`config.mk`:
```
export PLATFORM = sky130hd
export DESIGN_NAME = ubutterfly_array
export DESIGN_NICKNAME = d
export VERILOG_FILES = /design/src/rtl/ubfly_pkg.sv /design/src/rtl/ubfly_lane.sv /design/src/rtl/ubutterfly_array.sv
export SDC_FILE = /design/constraint.sdc
export NUM_CORES = 1
export LEC_CHECK = 0
export ABC_AREA = 1
export ABC_CLOCK_PERIOD_IN_PS = 1650
export BUFFER_PORTS_ARGS = -buffer_cell sky130_fd_sc_hd__buf_2
export CAP_MARGIN = 25
export CORE_MARGIN = 3
export CORE_UTILIZATION = 55
export CTS_BUF_LIST = sky130_fd_sc_hd__clkbuf_8
export DETAILED_ROUTE_END_ITERATION = 12
export PLACE_DENSITY = 0.81
export SYNTH_ARGS = -nofsm -noshare
export SYNTH_HDL_FRONTEND = slang
export SYNTH_SLANG_ARGS = --single-unit
```
`constraint.sdc`:
```
create_clock -name iClk -period 1.65 [get_ports iClk]
set_clock_uncertainty 0.1 [all_clocks]
set_input_delay 0 -clock iClk [delete_from_list [all_inputs] [get_ports iClk]]
set_output_delay 0 -clock iClk [all_outputs]
set_load 0.005 [all_outputs]
```
`src/rtl/ubfly_pkg.sv`:
```
// Shared definitions for the unary butterfly array: run-controller state
// encoding, pipeline depth and the bit-reverse used to build twiddle streams.
package ubfly_pkg;

  typedef enum logic [1:0] {
    IDLE  = 2'd0,
    RUN   = 2'd1,
    DRAIN = 2'd2,
    DONE  = 2'd3
  } state_e;

  // Product register, inner sum register, output register.
  localparam int LATENCY = 3;

  // Widest twiddle resolution the bit-reverse helper supports.
  localparam int MAX_BW = 16;

  // Reverses the low `width` bits of v; bits above `width` come back as zero.
  function automatic logic [MAX_BW-1:0] bit_rev(input logic [MAX_BW-1:0] v,
                                                input int               width);
    logic [MAX_BW-1:0] r;
    r = '0;
    for (int i = 0; i < MAX_BW; i++) begin
      if (i < width) r[i] = v[width-1-i];
    end
    return r;
  endfunction

endpackage

```
`src/rtl/ubfly_lane.sv`:
```
// One bipolar unary radix-2 butterfly lane: XNOR multipliers against the
// internally generated twiddle bits, six scaled adders, a two-stage delay on
// the A inputs, and (with UBFLY_CNT_EN defined) four output ones-counters.
module ubfly_lane
  import ubfly_pkg::*;
#(
  parameter int BITWIDTH = 8,
  parameter int BINPUT   = 2
) (
  input  logic                      clk,
  input  logic                      rst_n,
  input  logic                      clr_i,
  input  logic                      start_i,
  input  logic [BITWIDTH-1:0]       rev_i,
  input  logic [BITWIDTH-1:0]       w_re_i,
  input  logic [BITWIDTH-1:0]       w_im_i,
  input  logic                      ar_i,
  input  logic                      ai_i,
  input  logic                      br_i,
  input  logic                      bi_i,
`ifdef UBFLY_CNT_EN
  input  logic                      valid_i,
  output logic [4*(BITWIDTH+1)-1:0] cnt_o,
`endif
  output logic                      real0_o,
  output logic                      img0_o,
  output logic                      real1_o,
  output logic                      img1_o
);

  // Accumulator holds at most BINPUT-1 between cycles plus BINPUT new ones.
  localparam int ACC_W = $clog2(BINPUT) + 1;

  // Scaled add: returns {out_bit, next_acc}.
  function automatic logic [ACC_W:0] sadd(input logic [ACC_W-1:0] acc,
                                          input logic x,
                                          input logic y);
    logic [ACC_W-1:0] s;
    logic             o;
    s = acc + ACC_W'(x) + ACC_W'(y);
    o = (s >= ACC_W'(BINPUT));
    return {o, (o ? s - ACC_W'(BINPUT) : s)};
  endfunction

  logic             w_re_bit, w_im_bit;
  logic [3:0]       p_d, p_q;              // [0]=p1 [1]=p2 [2]=p3 [3]=p4
  logic             ar_d1_q, ai_d1_q, ar_d2_q, ai_d2_q;
  logic             re_d, im_d, re_q, im_q;
  logic [ACC_W-1:0] re_acc_d, im_acc_d, re_acc_q, im_acc_q;
  logic             start_d1_q;
  logic [3:0]       ox, oy, o_d, o_q;      // [0]=Real0 [1]=Img0 [2]=Real1 [3]=Img1
  logic [3:0][ACC_W-1:0] oacc_d, oacc_q;

  // Twiddle bit is one when the code exceeds the shared reversed counter.
  assign w_re_bit = (w_re_i > rev_i);
  assign w_im_bit = (w_im_i > rev_i);

  // Bipolar multiply is XNOR of data bit and twiddle bit.
  always_comb begin
    p_d[0] = ~(br_i ^ w_re_bit);
    p_d[1] = ~(br_i ^ w_im_bit);
    p_d[2] = ~(bi_i ^ w_re_bit);
    p_d[3] = ~(bi_i ^ w_im_bit);
  end

  // Stage 1: product register and first A delay.
  // NOTE: clocked state uses non-blocking (<=) so every register samples
  // pre-edge values; combinational blocks use blocking (=).
  always_ff @(posedge clk or negedge rst_n) begin
    if (!rst_n) begin
      p_q     <= '0;
      ar_d1_q <= 1'b0;
      ai_d1_q <= 1'b0;
    end else begin
      p_q     <= p_d;
      ar_d1_q <= ar_i;
      ai_d1_q <= ai_i;
    end
  end

  // Inner sums: re = p1 - p4, im = p2 + p3; accumulators cleared so the first
  // valid product (arriving the cycle after start) sees an empty accumulator.
  // NOTE: every signal gets a value on every path through the block, so no
  // latch is inferred.
  always_comb begin
    {re_d, re_acc_d} = sadd(re_acc_q, p_q[0], ~p_q[3]);
    {im_d, im_acc_d} = sadd(im_acc_q, p_q[1], p_q[2]);
    if (clr_i || start_i) begin
      re_acc_d = '0;
      im_acc_d = '0;
    end
  end

  // Stage 2: inner sum register and second A delay.
  always_ff @(posedge clk or negedge rst_n) begin
    if (!rst_n) begin
      re_q       <= 1'b0;
      im_q       <= 1'b0;
      re_acc_q   <= '0;
      im_acc_q   <= '0;
      ar_d2_q    <= 1'b0;
      ai_d2_q    <= 1'b0;
      start_d1_q <= 1'b0;
    end else begin
      re_q       <= re_d;
      im_q       <= im_d;
      re_acc_q   <= re_acc_d;
      im_acc_q   <= im_acc_d;
      ar_d2_q    <= ar_d1_q;
      ai_d2_q    <= ai_d1_q;
      start_d1_q <= start_i;
    end
  end

  // Output adders: X0 = A + W*B, X1 = A - W*B, cleared one cycle after the
  // inner adders to line up with the first valid inner sum.
  always_comb begin
    ox = {ai_d2_q, ar_d2_q, ai_d2_q, ar_d2_q};
    oy = {~im_q, ~re_q, im_q, re_q};
    o_d    = '0;
    oacc_d = '0;
    for (int i = 0; i < 4; i++) begin
      {o_d[i], oacc_d[i]} = sadd(oacc_q[i], ox[i], oy[i]);
    end
    if (clr_i || start_d1_q) oacc_d = '0;
  end

  // Stage 3: registered output bitstreams.
  always_ff @(posedge clk or negedge rst_n) begin
    if (!rst_n) begin
      o_q    <= '0;
      oacc_q <= '0;
    end else begin
      o_q    <= o_d;
      oacc_q <= oacc_d;
    end
  end

  assign real0_o = o_q[0];
  assign img0_o  = o_q[1];
  assign real1_o = o_q[2];
  assign img1_o  = o_q[3];

`ifdef UBFLY_CNT_EN
  logic [3:0][BITWIDTH:0] cnt_q;

  // Ones-counters: cleared at window start, count only valid output bits,
  // then hold until the next start.
  always_ff @(posedge clk or negedge rst_n) begin
    if (!rst_n) begin
      cnt_q <= '0;
    end else if (clr_i || start_i) begin
      cnt_q <= '0;
    end else if (valid_i) begin
      for (int i = 0; i < 4; i++) begin
        cnt_q[i] <= cnt_q[i] + (BITWIDTH+1)'(o_q[i]);
      end
    end
  end

  assign cnt_o = cnt_q;
`endif

endmodule

```
`src/rtl/ubutterfly_array.sv`:
```
// Array of NUM_BFLY unary bipolar butterflies under one run controller:
// twiddle capture, a 2^BITWIDTH-cycle window, pipeline drain and done pulse.
// Define UBFLY_CNT_EN to add per-output ones-counters and the oCnt port.
module ubutterfly_array
  import ubfly_pkg::*;
#(
  parameter int BITWIDTH = 8,
  parameter int NUM_BFLY = 4,
  parameter int BINPUT   = 2
) (
  input  logic                         iClk,
  input  logic                         iRstN,
  input  logic                         iClr,
  input  logic                         loadB,
  input  logic                         iStart,
  input  logic [NUM_BFLY-1:0]          iRealA,
  input  logic [NUM_BFLY-1:0]          iImgA,
  input  logic [NUM_BFLY-1:0]          iRealB,
  input  logic [NUM_BFLY-1:0]          iImgB,
  input  logic [NUM_BFLY*BITWIDTH-1:0] wReal,
  input  logic [NUM_BFLY*BITWIDTH-1:0] wImg,
  output logic [NUM_BFLY-1:0]          oReal0,
  output logic [NUM_BFLY-1:0]          oImg0,
  output logic [NUM_BFLY-1:0]          oReal1,
  output logic [NUM_BFLY-1:0]          oImg1,
  output logic                         oValid,
  output logic                         oBusy,
  output logic                         oDone
`ifdef UBFLY_CNT_EN
  ,
  output logic [NUM_BFLY*4*(BITWIDTH+1)-1:0] oCnt
`endif
);

  localparam int DW = $clog2(LATENCY);

  state_e                       state_q;
  logic [BITWIDTH-1:0]          c_q;
  logic [DW-1:0]                drain_q;
  logic                         busy_q, done_q, start_q;
  logic [LATENCY-1:0]           vld_q;
  logic [NUM_BFLY*BITWIDTH-1:0] w_re_q, w_im_q;
  logic [BITWIDTH-1:0]          rev;

  // Run controller with registered busy/done/start. Busy covers RUN and
  // DRAIN only, so it falls in the same cycle done pulses.
  always_ff @(posedge iClk or negedge iRstN) begin
    if (!iRstN) begin
      state_q <= IDLE;
      c_q     <= '0;
      drain_q <= '0;
      busy_q  <= 1'b0;
      done_q  <= 1'b0;
      start_q <= 1'b0;
    end else if (iClr) begin
      state_q <= IDLE;
      c_q     <= '0;
      drain_q <= '0;
      busy_q  <= 1'b0;
      done_q  <= 1'b0;
      start_q <= 1'b0;
    end else begin
      start_q <= 1'b0;
      done_q  <= 1'b0;
      case (state_q)
        IDLE: begin
          if (iStart) begin
            state_q <= RUN;
            c_q     <= '0;
            busy_q  <= 1'b1;
            start_q <= 1'b1;
          end
        end
        RUN: begin
          c_q <= c_q + BITWIDTH'(1);
          if (c_q == {BITWIDTH{1'b1}}) begin
            state_q <= DRAIN;
            drain_q <= '0;
          end
        end
        DRAIN: begin
          drain_q <= drain_q + DW'(1);
          if (drain_q == DW'(LATENCY - 1)) begin
            state_q <= DONE;
            busy_q  <= 1'b0;
            done_q  <= 1'b1;
          end
        end
        DONE: begin
          state_q <= IDLE;
        end
        default: state_q <= IDLE;
      endcase
    end
  end

  // Twiddle registers: captured only in IDLE, and iClr wins over loadB.
  always_ff @(posedge iClk or negedge iRstN) begin
    if (!iRstN) begin
      w_re_q <= '0;
      w_im_q <= '0;
    end else if (!iClr && state_q == IDLE && loadB) begin
      w_re_q <= wReal;
      w_im_q <= wImg;
    end
  end

  // Valid tracks RUN through the lane pipeline depth.
  always_ff @(posedge iClk or negedge iRstN) begin
    if (!iRstN) begin
      vld_q <= '0;
    end else if (iClr) begin
      vld_q <= '0;
    end else begin
      vld_q <= {vld_q[LATENCY-2:0], (state_q == RUN)};
    end
  end

  // Bit-reversed counter gives a well-spread threshold sequence per window.
  assign rev = BITWIDTH'(bit_rev(MAX_BW'(c_q), BITWIDTH));

  assign oValid = vld_q[LATENCY-1];
  assign oBusy  = busy_q;
  assign oDone  = done_q;

  for (genvar k = 0; k < NUM_BFLY; k++) begin : g_lane
    ubfly_lane #(
      .BITWIDTH (BITWIDTH),
      .BINPUT   (BINPUT)
    ) u_lane (
      .clk      (iClk),
      .rst_n    (iRstN),
      .clr_i    (iClr),
      .start_i  (start_q),
      .rev_i    (rev),
      .w_re_i   (w_re_q[k*BITWIDTH +: BITWIDTH]),
      .w_im_i   (w_im_q[k*BITWIDTH +: BITWIDTH]),
      .ar_i     (iRealA[k]),
      .ai_i     (iImgA[k]),
      .br_i     (iRealB[k]),
      .bi_i     (iImgB[k]),
`ifdef UBFLY_CNT_EN
      .valid_i  (vld_q[LATENCY-1]),
      .cnt_o    (oCnt[k*4*(BITWIDTH+1) +: 4*(BITWIDTH+1)]),
`endif
      .real0_o  (oReal0[k]),
      .img0_o   (oImg0[k]),
      .real1_o  (oReal1[k]),
      .img1_o   (oImg1[k])
    );
  end

endmodule

```
* Word level (Yosys, flattened, before mapping)
Index checks and enable logic that the tools add are counted.
** Word-level totals
- Bits in registers :: 187
- Latch bits :: 0
- RAM bits :: 0
- Bits in read-only memories :: 0
- Memories kept :: 0
** Operators by class
- $add $sub $neg :: 74
- $mul :: 0
- Div/mod/pow operators :: 0
- Magnitude comparators :: 32
- Equal/unequal tests :: 8
- Shift operators :: 0
- Multiplexer cells :: 58
- Bitwise logic cells :: 44
- Reductions and logical operators :: 13
** Operators by type and width (count)
- 2-bit by 1-bit adder with 2-bit output :: 48
- 2-bit two-way mux :: 38
- 8-bit > comparator :: 8
- 2-bit greater-or-equal comparator (second input constant) :: 24
- 8-bit two-way mux :: 6
- 2-bit subtractor (second input constant) :: 24
- 1-bit NOT :: 28
- 8-bit one-hot mux with 2 select lines :: 1
- 1-bit bitwise XOR :: 16
- 1-bit two-way mux :: 9
- 3-bit != test (second input constant) :: 3
- 3-bit nonzero test :: 3
- 8-bit by 1-bit adder with 8-bit output (second input constant) :: 1
- 8-bit == test (second input constant) :: 1
- 2-bit one-hot mux with 4 select lines :: 1
- 2-bit == test (second input constant) :: 3
- 3-bit AND reduction :: 2
- 2-bit one-hot mux with 2 select lines :: 1
- 2-bit AND reduction :: 2
- 3-bit two-way mux :: 1
- 2-bit by 1-bit adder with 2-bit output (second input constant) :: 1
- 2-bit by 1-bit == test with 1-bit output (second input constant) :: 1
- 1-bit logical AND :: 2
- 2-bit logical NOT :: 1
- 3 further kinds :: 4

* Depth between registers and ports, before layout
Gate-level depths: netlist of the first run.
- Word-level depth :: 5
- Gate-level depth with buffers :: 12
- Gate-level depth less buffers :: 12

* Hierarchy
From an unflattened synthesis of the first run, not the netlist that was laid out.
** Unflattened totals
- Cells, all modules :: 802
- Area total of the unflattened synthesis :: 9069.9 um^2
** By module, submodules not included
- ubutterfly_array :: times used 1, cells an instance 258, area an instance 3359.5 um^2, sequential area each 2052.0 um^2
- ubfly_lane at g_lane[0].u_lane ... :: times used 2, cells an instance 136, area an instance 1430.1 um^2, sequential area each 675.6 um^2
- ubfly_lane at g_lane[2].u_lane ... :: times used 2, cells an instance 136, area an instance 1425.1 um^2, sequential area each 675.6 um^2

* Least setup slack after synthesis of the first run
OpenSTA, ideal clock, no wires.
- Path kind :: register to register
- Start point :: register state_q[0]
- End point :: register w_im_q[10]
- Library setup time :: 0.125 ns
- Data arrival time :: 1.354 ns
- Required time :: 1.425 ns
- Slack :: 0.071 ns
- Cell stages (with the launch flop) :: 6
- Buffers on the path :: 1
- Path through :: dfrtp_1 -> inv_1 -> ha_1 -> nand3_4 -> buf_6 -> mux2_4
** On the way
- Cells in the longest elaborated chain, start to end :: 3
** Ends and longest elaborated chain
- start, declared :: line ubutterfly_array.sv:37 : state_e state_q;
- start signal, assigned :: line ubutterfly_array.sv:49 : state_q <= IDLE;
- start signal, assigned :: line ubutterfly_array.sv:56 : state_q <= IDLE;
- start signal, assigned :: line ubutterfly_array.sv:68 : state_q <= RUN;
- 2-bit logical NOT :: line ubutterfly_array.sv:102 : end else if (!iClr && state_q == IDLE && loadB) begin
- 1-bit logical AND (2 in a row) :: line ubutterfly_array.sv:102
- end signal, assigned :: line ubutterfly_array.sv:104 : w_im_q <= wImg;
- end, declared :: line ubutterfly_array.sv:42 : logic [NUM_BFLY*BITWIDTH-1:0] w_re_q, w_im_q;
Every way passes these cells.
A chain may end at the register's enable or synchronous reset.

* Worst setup path in the final report of the first run
- Start point :: register c_q[6]
- End point :: register g_lane[2].u_lane.p_q[3]
** On the way
- Cells in the longest elaborated chain, start to end :: 3
** Ends and longest elaborated chain
- start, declared :: line ubutterfly_array.sv:38 : logic [BITWIDTH-1:0] c_q;
- start signal, assigned :: line ubutterfly_array.sv:75 : c_q <= c_q + BITWIDTH'(1);
- 8-bit > comparator :: line ubfly_lane.sv:56 : assign w_im_bit = (w_im_i > rev_i);
- 1-bit bitwise XOR :: line ubfly_lane.sv:63 : p_d[3] = ~(bi_i ^ w_im_bit);
- 1-bit NOT :: line ubfly_lane.sv:63
- named net g_lane[2].u_lane.p_d[3] :: line ubfly_lane.sv:46 : logic [3:0] p_d, p_q;
- end signal, assigned :: line ubfly_lane.sv:75 : p_q <= p_d;
- end, declared :: line ubfly_lane.sv:46
The timed path passes the listed nets, and every way through them passes these cells.

==> results of run 1 <==
cells in the final DEF, fill, tap and decap left out, drive strengths merged:
cell type    instances
fa                  24
bufinv               1
nand4               10
clkinvlp             9
ha                  70
nand3               23
conb                24
or2                  2
buf                148
inv                107
nand2              137
xor2                17
nor2                70
o21bai               2
xnor2                8
o31ai                1
nand3b               1
mux2                56
clkinv               4
clkbuf              24
nor3                 3
dlygate4sd3         85
o21ai                7
a21oi               30
dfrtp              187
a21o                 8
timing repair:
| action | 4_1_cts | 5_1_grt |
|---|---|---|
| hold buffers | 85 | 0 |
| setup endpoints to repair | 78 | 81 |
| gates resized for setup | 33 | 67 |
| cloned | 0 | 8 |
| buffers inserted | 3 | 9 |
| hold endpoints to repair | 288 | 0 |
| pin swaps | 16 | 18 |
logic make-up (layout without fill, tap and decap cells):
logic type	after synthesis	after routing	share of synthesized area [%]
buffers and inverters	134	378	6.93
flip-flops	187	187	52.1
AO/OA/AOI/OAI	48	48	2.98
adder cells (fa/ha/maj)	94	94	15.1
AND/OR/NAND/NOR	246	246	11.3
XOR/XNOR	25	25	2.44
other	1	24	0.0418
multiplexers	56	56	9.11
worst min path at each step:
stage	from	end	cells after the start	slack [ps]
final	iRealA[1]	g_lane[1].u_lane.ar_d1_q	2	70
after global routing	iImgA[2]	g_lane[2].u_lane.ai_d1_q	2	50
after CTS	iImgA[2]	g_lane[2].u_lane.ai_d1_q	2	40
after detailed placement	iRstN	w_re_q[1]	1	-120
after global placement	iRstN	w_re_q[1]	1	-120
after floorplan	iRstN	c_q[0]	0	-400
per-stage QoR:
stage / utilization, % / setup TNS (ps) / total power [mW] / hold WS (ps) / std cells
2_1_floorplan: - / 0 / 12.6 / -396 / 814
3_3_place_gp: 62.6 / -2410 / 13.9 / -119 / 1137
3_5_place_dp: 62.6 / -5150 / 14.4 / -121 / 1137
4_1_cts: 71.6 / -366 / 18.0 / 44.5 / 1257
5_1_grt: 75.4 / -6160 / 21.0 / 46.1 / 1274
6_report: 75.4 / -2880 / 19.6 / 69.5 / 1274
worst max-delay path: stages, from the launching register on:
cell        delay [ps]
dfrtp_1            410
clkinvlp_4         120
buf_12             160
ha_4               270
nand2_1             60
nand2_1             80
nand2_1             90
nand2_1            100
nand2_1             70
nand2_2            100
nand2_2             70
nand2_1             90
nand2_1             70
flip-flops by register name, indices dropped and copies added, names as in the netlist, 2 cells and up:
register and count:
g_lane.u_lane.im_acc_q 8, state_q 2, c_q 8, drain_q 2, g_lane.u_lane.ar_d2_q 4, g_lane.u_lane.o_q 16
vld_q 3, g_lane.u_lane.ai_d1_q 4, g_lane.u_lane.p_q 16, g_lane.u_lane.re_q 4, g_lane.u_lane.re_acc_q 8, g_lane.u_lane.ai_d2_q 4
g_lane.u_lane.ar_d1_q 4, w_im_q 32, g_lane.u_lane.im_q 4, g_lane.u_lane.oacc_q 32, w_re_q 32
area by class of cell:
cell class	count	area (um2)
fillers	942	3920
repair buffers	239	2060
clock buffers	18	248
inverters	107	415
well taps	216	270
clock inverters	14	124
multi-input cells	493	4220
flip-flops and latches	187	4680
routing by layer:
metal,GRT usage (%),wire length (um),vias up
li1,-,-,2977
met1,28.6,8520,3171
met3,4.76,1370,110
met4,10.8,1230,0
met5,0,0,-
met2,40.6,11700,334
where the power goes:
group	leakage, nW	switching [mW]	total, mW	internal [mW]
sequential	2.26	1.14	7.42	6.28
clock	0.175	1.66	2.89	1.23
combinational	3.66	4.64	9.31	4.66
total	6.09	7.44	19.6	12.2
==> run metrics, run 1 <==
WL/cell 17.9 um; DP Worst Slack -209 ps; Post-DP Area 9970 um2; Routed WL 22.9 mm; # IOs 104; first-pass GRT wire length 32.7 mm; CP endpoint g_lane[2].u_lane.p_q[3]; Initial Utilization 56.3%; core area 15900 um2; number of global-route vias before repair 6739; synth top area cells dfrtp_1 52%, ha_1 9.8%, mux2_4 8.4%; Final WS setup -241 ps; leading area contributor after synthesis dfrtp_1; Clock Latency Late Sink 470 ps; port bufs 103; Synth Register Bits 187; antenna violations before repair 0; DIE AREA 17900 um2; sequential area share after synthesis 52.1%; clock sink count 187; # DRC 0; Total Routing Usage GR 23.5%; Clock transition at path regs 90 ps; Root Buffer clkbuf_8; Via density 5.17; HPWL Detailed 12.4 mm; most frequent cell after synthesis dfrtp_1; Post-Synthesis Mean Instance Area 11.4 um2; Setup violations, final 51; reg2reg end g_lane[2].u_lane.p_q[3]; Leakage Power 6.09 nW; CP max FO 8; synth unique cells 32; critical path startpoint c_q[6]; crit path capture type flop; cells on worst reg2reg path 12; fraction of registers with async set/reset 100%; critical path arrival 2150 ps; unrepaired setup endpoints after global routing true; GP Congestion 0.817; ys flop type dfrtp_1; CTS tree built; PD cells 1630 nW/um2; worst setup path class flop to flop; Mapped Area 8980 um2; Placement Rows 46; ratio of cells with drive above 1 in the final layout 30.4%; Slew Viols, Final 0; Req. time, crit path 1900 ps; aggregate global routing overflow 0; pin count of the biggest net entering global routing 48; Final nets 1224; EDFF count, synth 0; initial drt markers 524; chip height 134 um; R2R setup slack -240 ps; Syn Inst Count 791; CTS buffer count 17; failing checks setup timing; MaxCap Viol Count 0; diode count 0; die width 134 um; YS warnings 0; startpoint type of the worst setup path flop; final worst path period share 115%; clock buffer depth 2; Max rail drop VDD 0.000929 V; fin area 12000 um2; area grow syn2layout 33.9%; H-tree depth 4; Hold Violations, Final 0; Post-synth top cells 187 x dfrtp_1, 136 x nand2_1, 106 x inv_1; Achievable Freq 529 MHz; antenna-violating nets left 0; r2r startpoint c_q[6]; status finished, violations left; worst min path class input pin to flop; fin crit period 1890 ps; DR vias 6592; DR pass1 iterations 5; top-area cell type share of the netlist area 52.1%
No activity file was read; power rests on OpenSTA's default activity.
==> inputs of run 2 (changes only) <==
--- a/config.mk
+++ b/config.mk
@@ -6,14 +6,14 @@
 export NUM_CORES = 1
 export LEC_CHECK = 0
 export ABC_AREA = 1
-export ABC_CLOCK_PERIOD_IN_PS = 1650
+export ABC_CLOCK_PERIOD_IN_PS = 1850
 export BUFFER_PORTS_ARGS = -buffer_cell sky130_fd_sc_hd__buf_2
-export CAP_MARGIN = 25
+export CAP_MARGIN = 0
 export CORE_MARGIN = 3
-export CORE_UTILIZATION = 55
+export CORE_UTILIZATION = 60
 export CTS_BUF_LIST = sky130_fd_sc_hd__clkbuf_8
 export DETAILED_ROUTE_END_ITERATION = 12
-export PLACE_DENSITY = 0.81
+export PLACE_DENSITY = 0.82
 export SYNTH_ARGS = -nofsm -noshare
 export SYNTH_HDL_FRONTEND = slang
 export SYNTH_SLANG_ARGS = --single-unit
==> constraint.sdc (replaced) <==
create_clock -name iClk -period 1.85 [get_ports iClk]
set_clock_uncertainty 0.1 [all_clocks]
set_input_delay 0 -clock iClk [delete_from_list [all_inputs] [get_ports iClk]]
set_output_delay 0 -clock iClk [all_outputs]
set_load 0.005 [all_outputs]
==> run 2 against run 1 <==
Net effect: utilization up 2.2 points; clock power is 8.0% lower; first-iteration DRC count is 34% lower; register-to-register slack improved by 240 ps; final area down 5.9%; sequential power fell by 12%; non-clock buffer count down 31; highest routed layer unchanged; the flow still finishes with violations (setup timing); sequential share of layout area grew 2.5 points; critical path depth is the same; count of clock-buffer cells in the layout unchanged.
==> run metrics, run 2 (synthesized netlist as in run 1, its figures left out) <==
total power 16.4 mW (-17%); DRT met1 WL 7.81 mm (-8.3%); DP Worst Slack 41.3 ps (+251 ps); H-tree depth 4 (unchanged); Final WS setup -5.82 ps (+235 ps); Via density 5.10 (-1.4%); WL met2 10.4 mm (-12%); worst min path class input pin to flop; CTS tree built; # IOs 104 (unchanged); top sig layer met4; # fillers 837 (-11%); DR vias 6186 (-6.2%); Max rail drop VDD 0.00113 V (+22%); Routed WL 19.7 mm (-14%); startpoint type of the worst setup path flop; worst setup path class flop to flop; antenna-violating nets left 0 (unchanged); commonest non-fill, non-tap cells in the layout 185 x dfrtp_1, 127 x nand2_1, 103 x inv_1; Initial Utilization 61.5% (+5.2 points); crit path capture type flop; Req. time, crit path 2110 ps (+210 ps); die width 128 um (-4.1%); Clock transition at path regs 100 ps (about the same); fin area 11300 um2 (-5.9%); aggregate global routing overflow 0 (unchanged); PD cells 1450 nW/um2 (-11%); unrepaired setup endpoints after global routing true; biggest regs g_lane.u_lane.oacc_q (32), w_im_q (32), w_re_q (32); Slew Viols, Final 0 (unchanged); clock sink count 187 (unchanged); Core Util, Final 77.5% (+2.2 points); Hold Violations, Final 0 (unchanged); CP max FO 10 (+2); status finished, violations left; port bufs 103 (unchanged); setup tns final -5.82 ps (+2870 ps); Final nets 1194 (-2.5%); commonest non-fill, non-tap cell in the layout dfrtp_1; WP buf/inv 3 (+1); DR pass1 iterations 5 (unchanged); Placement Rows 44 (-4.3%); antenna violations before repair 1 (+1); fin crit period 1860 ps (-35.3 ps); GP Congestion 0.907 (+11%); met3 WL 1.02 mm (-25%); non-filler cells, final 1213 (-4.8%); first-pass GRT wire length 31.3 mm (-4.4%); Slowest-stage cell, CP dfrtp_1; critical path's top delay family simple AND/OR/NAND/NOR gates; Setup violations, final 1 (-98%); worst-path cell chain inv_1 > buf_4 > ha_1 > nand2_1 > inv_1 > nand2_1 > nand2_1 > nand2_1 > nand2_2 > nand2_1 > nand2_1 > nand2_1; clock buffer depth 2 (unchanged); chip height 128 um (-4.1%); failing checks setup timing; cell mode on critical path nand2_1; Leakage Power 5.81 nW (-4.6%); Hold WS 30.8 ps (-38.7 ps); core area 14600 um2 (-8.5%); Post-DP Area 9790 um2 (-1.9%); critical path arrival 2120 ps (-30 ps); Critical Path Max Stage Delay 390 ps (-20 ps); WL/cell 16.3 um (-9.4%); HPWL Detailed 11.6 mm (-6.1%); register area 4680 um2 (about the same); area grow syn2layout 26.0%; Total Routing Usage GR 24.6% (+1.1 points); final worst path period share 100% (-14 points); area of the multi-input gates 3960 um2 (-6.3%); Achievable Freq 539 MHz (+1.9%); number of global-route vias before repair 6355 (-5.7%); pin count of the biggest net entering global routing 56 (+17%); Root Buffer clkbuf_8; initial drt markers 348 (-34%); Clock Latency Late Sink 470 ps (about the same); CTS buffer count 17 (unchanged); # DRC 0 (unchanged); DP Cell Count 1087 (-4.4%); MaxCap Viol Count 0 (unchanged); ratio of cells with drive above 1 in the final layout 24.2% (-6.2 points); DIE AREA 16500 um2 (-8.0%)
## run 2: cell count changes in the layout (fill, tap and decap cells not counted), sizes merged
cell      delta
buf         -26
clkbuf       -5
clkinv       -2
clkinvlp     -1
diode        +1
inv          +4
## run 2: what timing repair did
item	in CTS	in global routing
hold buffers	85	0
setup endpoints to repair	0	26
endpoints found under the hold margin	296	0
gates resized for setup	0	41
buffers inserted	0	7
## run 2: layout make-up
class | instances | share of cell area (%)
inverter | 107 | 3.64
sequential | 187 | 41.4
timing repair buffer | 208 | 14.5
clock buffer | 18 | 2.19
timing repair inverter | 1 | 0.0664
tap | 184 | 2.03
multi-input combinational | 493 | 35.0
clock inverter | 14 | 1.18
antenna | 1 | 0.0221
## run 2: power by group
part | switching, mW | internal, mW | leakage, nW | total (mW)
logic | 3.63 | 3.52 | 3.38 | 7.15
registers | 0.945 | 5.60 | 2.25 | 6.54
clock network | 1.53 | 1.12 | 0.180 | 2.66
## run 2: final timing paths
| check | from | to | slack [ps] | depth (start not counted) |
|---|---|---|---|---|
| worst max register to register | c_q[5] | g_lane[2].u_lane.p_q[3] | -6 | 12 |
| min in group asynchronous | iRstN | state_q[1] | 500 | 3 |
| worst max-delay path | c_q[5] | g_lane[2].u_lane.p_q[3] | -6 | 12 |
| max in group asynchronous | iRstN | g_lane[0].u_lane.re_q | 480 | 4 |
| worst min register to register | g_lane[2].u_lane.ar_d1_q | g_lane[2].u_lane.ar_d2_q | 250 | 0 |
| worst min-delay path | loadB | w_im_q[24] | 30 | 4 |
## run 2: tightest hold or removal path: cells and delay by family
kind	cells	cell delay, ps
buffers and inverters	2	350
AOI/OAI and AO/OA	1	110
and+or+nand+nor	1	100
## run 2: metal layers
layer,GRT usage (%),vias up
met2,42.0,201
met5,0,-
met1,31.0,3014
met4,8.99,0
met3,5.69,59
li1,-,2912
